[config.mk]
export PLATFORM = sky130hd
export DESIGN_NAME = s2_regfile_stage
export DESIGN_NICKNAME = d
export VERILOG_FILES = /design/src/rtl/s2_regfile_stage_pkg.sv /design/src/rtl/regfile_2r1w.sv /design/src/rtl/s2_regfile_stage.sv
export SDC_FILE = /design/constraint.sdc
export NUM_CORES = 2
export LEC_CHECK = 0
export BUFFER_PORTS_ARGS = -buffer_cell sky130_fd_sc_hd__buf_2
export CAP_MARGIN = 10
export CORE_ASPECT_RATIO = 1.2
export CORE_MARGIN = 1.5
export CORE_UTILIZATION = 55
export DETAILED_ROUTE_END_ITERATION = 10
export PLACE_DENSITY = 0.78
export SLEW_MARGIN = 20
export SYNTH_ARGS = -nofsm -noshare
export SYNTH_HDL_FRONTEND = slang
export SYNTH_HIERARCHICAL = 1
export SYNTH_SLANG_ARGS = --single-unit
[constraint.sdc]
create_clock -name clk -period 43.3 [get_ports clk]
set_clock_uncertainty 0.15 [all_clocks]
set_input_delay 10.825 -clock clk [delete_from_list [all_inputs] [get_ports clk]]
set_output_delay 10.825 -clock clk [all_outputs]
set_load 0.05 [all_outputs]
[src/rtl/s2_regfile_stage_pkg.sv]
// Shared pipeline constants and types used by the stage registers.
// Latency: n/a (declarations only).
// Backpressure: n/a; the pipeline has no stall or flush.
package s2_regfile_stage_pkg;

  localparam int PL_DATA_WIDTH = 32;  // default datapath / register width
  localparam int PL_NUM_REGS   = 32;  // default register-file depth
  localparam int REG_ADDR_W    = 5;   // register select width
  localparam int ALU_OP_W      = 3;   // ALU opcode width
  localparam int IMM_W         = 16;  // raw immediate width

  // Control fields forwarded unchanged from stage 1 into stage 2.
  typedef struct packed {
    logic [REG_ADDR_W-1:0] write_sel;
    logic                  data_source;
    logic                  write_en;
    logic [ALU_OP_W-1:0]   alu_op;
  } ctrl_t;

endpackage

[src/rtl/regfile_2r1w.sv]
// Register file: two combinational read ports, one clocked write port, r0 hard-wired to zero.
// Latency: reads are combinational (0 cycles); writes land on the rising edge.
// Backpressure: none; a write is accepted every cycle it is requested.
// Ports: clk/rst; rsel1_i/rsel2_i read selects -> rdata1_o/rdata2_o;
//        wsel_i/wdata_i/we_i write port, also bypassed onto matching read ports.
module regfile_2r1w
  import s2_regfile_stage_pkg::*;
#(
  parameter int DATA_WIDTH = PL_DATA_WIDTH,
  parameter int NUM_REGS   = PL_NUM_REGS
) (
  input  logic                  clk,
  input  logic                  rst,
  input  logic [REG_ADDR_W-1:0] rsel1_i,
  input  logic [REG_ADDR_W-1:0] rsel2_i,
  input  logic [REG_ADDR_W-1:0] wsel_i,
  input  logic [DATA_WIDTH-1:0] wdata_i,
  input  logic                  we_i,
  output logic [DATA_WIDTH-1:0] rdata1_o,
  output logic [DATA_WIDTH-1:0] rdata2_o
);

  logic [DATA_WIDTH-1:0] mem_q [NUM_REGS];
  logic                  wr_ok;

  // A write to r0 (or past the end of the file) is neither stored nor bypassed.
  assign wr_ok = we_i && (wsel_i != '0) && (32'(wsel_i) < NUM_REGS);

  always_ff @(posedge clk or posedge rst) begin
    if (rst) begin
      for (int i = 0; i < NUM_REGS; i++) mem_q[i] <= '0;
    end else if (wr_ok) begin
      mem_q[wsel_i] <= wdata_i;
    end
  end

  // Bypass wins over the stored entry so the consumer never sees stale data
  // for a register being written in the same cycle.
  always_comb begin
    rdata1_o = '0;
    if (rsel1_i != '0 && 32'(rsel1_i) < NUM_REGS) rdata1_o = mem_q[rsel1_i];
    if (wr_ok && wsel_i == rsel1_i)                rdata1_o = wdata_i;
  end

  always_comb begin
    rdata2_o = '0;
    if (rsel2_i != '0 && 32'(rsel2_i) < NUM_REGS) rdata2_o = mem_q[rsel2_i];
    if (wr_ok && wsel_i == rsel2_i)                rdata2_o = wdata_i;
  end

endmodule

[src/rtl/s2_regfile_stage.sv]
// Pipeline stage 2: register-file read, immediate sign extension, control forwarding.
// Latency: 1 cycle from stage-1 inputs to _S2 outputs.
// Backpressure: none; the stage advances every cycle out of reset.
// Ports: clk/rst; ReadSelect1/2, WriteSelect_S1, Immediate_S1, DataSource_S1,
//        WriteEnable_S1, AluOp_S1 from stage 1; WriteSelect_WB/WriteData_WB/WriteEnable_WB
//        writeback; registered ReadData1/2_S2, Immediate_S2 and forwarded control _S2.
module s2_regfile_stage
  import s2_regfile_stage_pkg::*;
#(
  parameter int DATA_WIDTH = PL_DATA_WIDTH,
  parameter int NUM_REGS   = PL_NUM_REGS
) (
  input  logic                  clk,
  input  logic                  rst,
  input  logic [REG_ADDR_W-1:0] ReadSelect1,
  input  logic [REG_ADDR_W-1:0] ReadSelect2,
  input  logic [REG_ADDR_W-1:0] WriteSelect_S1,
  input  logic [IMM_W-1:0]      Immediate_S1,
  input  logic                  DataSource_S1,
  input  logic                  WriteEnable_S1,
  input  logic [ALU_OP_W-1:0]   AluOp_S1,
  input  logic [REG_ADDR_W-1:0] WriteSelect_WB,
  input  logic [DATA_WIDTH-1:0] WriteData_WB,
  input  logic                  WriteEnable_WB,
  output logic [DATA_WIDTH-1:0] ReadData1_S2,
  output logic [DATA_WIDTH-1:0] ReadData2_S2,
  output logic [DATA_WIDTH-1:0] Immediate_S2,
  output logic [REG_ADDR_W-1:0] WriteSelect_S2,
  output logic                  DataSource_S2,
  output logic                  WriteEnable_S2,
  output logic [ALU_OP_W-1:0]   AluOp_S2
);

  logic [DATA_WIDTH-1:0] rd1_d, rd2_d, imm_d;
  logic [DATA_WIDTH-1:0] rd1_q, rd2_q, imm_q;
  ctrl_t                 ctrl_d, ctrl_q;

  regfile_2r1w #(
    .DATA_WIDTH (DATA_WIDTH),
    .NUM_REGS   (NUM_REGS)
  ) u_rf (
    .clk      (clk),
    .rst      (rst),
    .rsel1_i  (ReadSelect1),
    .rsel2_i  (ReadSelect2),
    .wsel_i   (WriteSelect_WB),
    .wdata_i  (WriteData_WB),
    .we_i     (WriteEnable_WB),
    .rdata1_o (rd1_d),
    .rdata2_o (rd2_d)
  );

  always_comb begin
    imm_d              = {{(DATA_WIDTH-IMM_W){Immediate_S1[IMM_W-1]}}, Immediate_S1};
    ctrl_d             = '0;
    ctrl_d.write_sel   = WriteSelect_S1;
    ctrl_d.data_source = DataSource_S1;
    ctrl_d.write_en    = WriteEnable_S1;
    ctrl_d.alu_op      = AluOp_S1;
  end

  always_ff @(posedge clk or posedge rst) begin
    if (rst) begin
      rd1_q  <= '0;
      rd2_q  <= '0;
      imm_q  <= '0;
      ctrl_q <= '0;
    end else begin
      rd1_q  <= rd1_d;
      rd2_q  <= rd2_d;
      imm_q  <= imm_d;
      ctrl_q <= ctrl_d;
    end
  end

  assign ReadData1_S2   = rd1_q;
  assign ReadData2_S2   = rd2_q;
  assign Immediate_S2   = imm_q;
  assign WriteSelect_S2 = ctrl_q.write_sel;
  assign DataSource_S2  = ctrl_q.data_source;
  assign WriteEnable_S2 = ctrl_q.write_en;
  assign AluOp_S2       = ctrl_q.alu_op;

endmodule

Word-level counts from Yosys, hierarchy flattened. Cells that the tools add are included.

Bits in registers: 1114. Bits of input ports: 76. Output and inout bits: 106. Logic and storage cells: 68.

Magnitude comparators: 4. Equal/unequal tests: 2. Muxes and demuxes: 13. Bitwise gates (word level): 3. Reduce and logical (&&, ||, !) cells: 7.

Operators with widths (number): $bwmux W1024 (1); $bmux W32 S5 (2); $mux W32 (9); $demux W32 S5 (1); $ge A6 B6 Y1 const B (3); $not A5 Y6 (3); $reduce_bool A5 Y1 (3); $eq A5 B5 Y1 (2); $lt A6 B1 Y1 const B (1); $logic_and A1 B1 Y1 (4).

Depth between registers and ports, before layout.
Depth after elaboration: 6. Mapped depth: 10.

Modules after synthesis. The synthesis kept the hierarchy.

By module, submodules not included: regfile_2r1w (instances 1, cells each 3803, area each 54952.7 um^2, sequential area each 25624.6 um^2); s2_regfile_stage (instances 1, cells each 107, area each 2376.0 um^2, sequential area each 2252.2 um^2).

Worst setup path after synthesis. Ideal clock, no wire load.

Kind: input to register. Start: input ReadSelect1[1]. End: register rd1_q[0] (netlist: ReadData1_S2[0]). Arrival time: 12558 ps. Data required time: 43028 ps. Slack: 30471 ps. Stages: 6. Buffers on the path: 3. Cell sequence: buf_2 buf_2 clkbuf_1 mux4_2 a221o_1 a32o_1.

Longest elaborated chain between the ends: 6. Elaborated cells on any way between the ends: 9. Those cells by class: eq/ne (1); mux (5); bitwise (1); reduce/logical (2).

Ends and longest elaborated chain: start: declaration (RTL line s2_regfile_stage.sv:15) `input logic [REG_ADDR_W-1:0] ReadSelect1,`; $not A5 Y6 (not written as such) (RTL line regfile_2r1w.sv:41) `if (rsel1_i != '0 && 32'(rsel1_i) < NUM_REGS) rdata1_o = mem_q[rsel1_i];`; $bmux W32 S5 (RTL line regfile_2r1w.sv:41); $mux W32 (not written as such) (2 in a row) (RTL line regfile_2r1w.sv:41); $mux W32 (RTL line regfile_2r1w.sv:41); $mux W32 (*) (RTL line regfile_2r1w.sv:42) `if (wr_ok && wsel_i == rsel1_i) rdata1_o = wdata_i;`; named net rd1_d[0] (RTL line s2_regfile_stage.sv:34) `logic [DATA_WIDTH-1:0] rd1_d, rd2_d, imm_d;`; end signal: assignment (RTL line s2_regfile_stage.sv:69) `rd1_q <= rd1_d;`; end: declaration (RTL line s2_regfile_stage.sv:35) `logic [DATA_WIDTH-1:0] rd1_q, rd2_q, imm_q;`.

Mark *: on every way through the listed nets, which the timed path passes. The rest lies on a longest branch. The select of a mux whose other input is x is not followed. A chain may end at the register's enable or synchronous reset.

Final worst setup path.
Start: input ReadSelect2[0]. End: register rd2_q[13] (netlist: ReadData2_S2[13]).

Longest elaborated chain between the ends: 6. Elaborated cells on any way between the ends: 9. Those cells by class: eq/ne (1); mux (5); bitwise (1); reduce/logical (2).

Ends and longest elaborated chain: start: declaration (RTL line s2_regfile_stage.sv:16) `input logic [REG_ADDR_W-1:0] ReadSelect2,`; $not A5 Y6 (not written as such) (RTL line regfile_2r1w.sv:47) `if (rsel2_i != '0 && 32'(rsel2_i) < NUM_REGS) rdata2_o = mem_q[rsel2_i];`; $bmux W32 S5 (RTL line regfile_2r1w.sv:47); $mux W32 (not written as such) (2 in a row) (RTL line regfile_2r1w.sv:47); $mux W32 (RTL line regfile_2r1w.sv:47); $mux W32 (*) (RTL line regfile_2r1w.sv:48) `if (wr_ok && wsel_i == rsel2_i) rdata2_o = wdata_i;`; named net rd2_d[13] (RTL line s2_regfile_stage.sv:34); end signal: assignment (RTL line s2_regfile_stage.sv:70) `rd2_q <= rd2_d;`; end: declaration (RTL line s2_regfile_stage.sv:35).

Marks and branches as above.

==> flow_summary.toml <==
[worst_setup_path]
worstSetupStartpoint = "ReadSelect2[0]"
rr_endpoint = "ReadData1_S2[17]"
rrSetupSlack_ns = 41.26
crit_path_max_fanout = 41
path_class = "input pin to flop"
start_kind = "input pin"
reg2reg_depth = 4
r2r_start = "u_rf/mem_q[177]"
crit_arrival_ns = 14.57
end_kind = "flop"
required_ns = 43.75

[worst_hold_path]
whs_endpoint = "u_rf/mem_q[1015]"
hp-class = "flop to flop"
worstHoldPathCells = 0
hp-start = "u_rf/mem_q[1015]"

[clock_tree]
cts_sinks = 1114
holdBufCountCts = 0
cts_tree = "yes"
cts_resized = 0
clk_latency_ns = 0.72
htree_num_levels = 3
post_cts_buffers = 0
cts_buffer_depth = 3
numCtsBuffers = 107
path_clk_slew_ns = 0.06
root_buffer = "clkbuf_16"

[floorplanning]
dieArea_sq_um = 106000
io_pins = 182
rows = 129
start_util_pct = 55.6
die_y_microns = 357
core_sq_um = 103000
dieWidth_microns = 298

[logic_synthesis]
syn_nets = 3986
syn_area_sq_um = 57300
synth.area.top_cells = "dfrtp_1 (49%), mux2_2 (21%), mux4_2 (14%)"
yosys-top-cells-count = "dfrtp_1 (1,114), mux2_2 (1,044), mux4_2 (367)"
synth.largest_area_cell = "dfrtp_1"
ys_seq_area_share_pct = 48.6
ys.flop_type = "dfrtp_1"
synth_most_common_cell = "dfrtp_1"
ys_ff_latch = 1114
synth-async-reset-ratio_pct = 100
synth-edff-count = 0
synth_top_area_share_pct = 48.6
synth_cells = 3910
synth_cell_types = 50
postSynthAreaPerCell_sq_um = 14.7
yosys_warnings = 6

[detailed_routing]
wl_mm = 172
firstDrtPassIters = 8
drtIter0Drc = 4295
wl_per_cell_microns = 32.6
ant_nets = 0
via_per_inst = 7.06
vias = 37400
drc = 0

[sta]
rsz0062_at_grt = "no"
period_share_pct = 32.6
clock.fmax_mhz = 70.8
relSlewSlack_pct = 30.9
finalCriticalPeriod_ns = 14.11
hold_violations = 0
finalSetupViolCount = 0
worst_slew_pin_slew_ns = 1.04
setup-tns-final_ns = 0
slew_violations = 0

[layout]
layout.nets = 3912
drive_above_1_share_pct = 48.6
syn2layout_area_growth_pct = 9.14

[power]
power_mw = 2.94
ir_worst_vdd_uv = 33.9
power_density_nw_per_um2 = 46.9
leakage_nw = 27.8

[grt]
grt_pass1_vias = 38600
grt_pass1_wl_mm = 257
grt_overflow = 0
grt_max_degree = 175
grt.total_usage_pct = 32.8
antenna_found_initial = 7

[place]
hpwl_mm = 96.5
portBuffers = 181
gp_congestion = 0.859

[run]
drv_cap = 0

[status]
status = "complete, no violations"
## worst max-delay path, cell delays in order
cell and delay [ns]:
buf_8 0.44, buf_4 0.76, buf_4 0.72, xnor2_1 0.20, nand3_1 0.20, o31ai_4 0.25
buf_4 0.72, a211oi_1 0.12, a22o_1 0.24
## power by group
part	switching (mW)	total (mW)	internal, mW
clock network	0.415	0.973	0.558
registers	0.147	1.38	1.23
logic	0.261	0.586	0.325
total	0.823	2.94	2.11
## registers in the layout, indices dropped and copies added, names as in the netlist
signal / flops
Immediate_S2: 16
WriteSelect_S2: 5
ReadData2_S2: 32
AluOp_S2: 3
DataSource_S2: 1
WriteEnable_S2: 1
ReadData1_S2: 32
u_rf/mem_q: 1024
## area by class of cell
cell class | count | area (sq um)
Antenna cell | 1 | 2.50
Clock buffer | 160 | 3210
Clock inverter | 35 | 418
Fill cell | 7629 | 40600
Inverter | 3 | 21.3
Multi-Input combinational cell | 2336 | 27600
Sequential cell | 1114 | 27900
Tap cell | 1375 | 1720
Timing Repair Buffer | 274 | 1700
## metal layers
layer	routed length [microns]	vias up	GRT usage (%)	share of wire [%]
met2	78900	2188	50.2	46
met5	7	-	0	0.0041
met3	18300	481	7.55	11
met4	7670	2	14.3	4.4
li1	-	14900	-	-
met1	67600	19900	45.1	39
## metrics by stage
stage	setup WS, ns	utilization [%]	cell area [sq um]	instances	hold slack [ns]
final	29.19	60.7	62600	5298	0.246
after global routing	28.98	60.7	62600	5298	0.254
after CTS	29.23	60.6	62600	5297	0.247
after detailed placement	28.49	57.1	58900	5102	0.233
after global placement	28.50	57.1	58900	5102	0.227
after floorplan	3.51	-	57300	3910	0.291
## placed cells by master, fill, tap and decap left out, drive strengths merged, types with 10 or more instances in the layout
cell type / n
nand3: 39
nand2: 107
o221ai: 63
mux4: 373
mux2i: 321
nand4: 11
a32o: 32
o22ai: 27
a221o: 31
clkbuf: 160
a211oi: 26
a21oi: 66
clkinv: 21
nor2: 19
a22o: 32
o211ai: 10
mux2: 1044
buf: 274
a22oi: 69
dfrtp: 1114
## cell families after synthesis
logic type             after synthesis  share of synthesized area (%)
buffers and inverters              460                           3.56
flip-flops                        1114                           48.6
AO/OA/AOI/OAI                      378                           5.11
AND/OR/NAND/NOR                    210                           1.75
XOR/XNOR                            10                          0.153
multiplexers                      1738                           40.8
## worst max path at each step
stage                                  end  slack (ns)
after detailed placement   u_rf/mem_q[619]       28.49
after floorplan              u_rf/mem_q[0]        3.51
after CTS                  u_rf/mem_q[429]       29.23
after global routing      ReadData2_S2[25]       28.98
after global placement     u_rf/mem_q[587]       28.50
final                     ReadData2_S2[13]       29.19
Note: power is estimated with default switching activity, not from simulation.
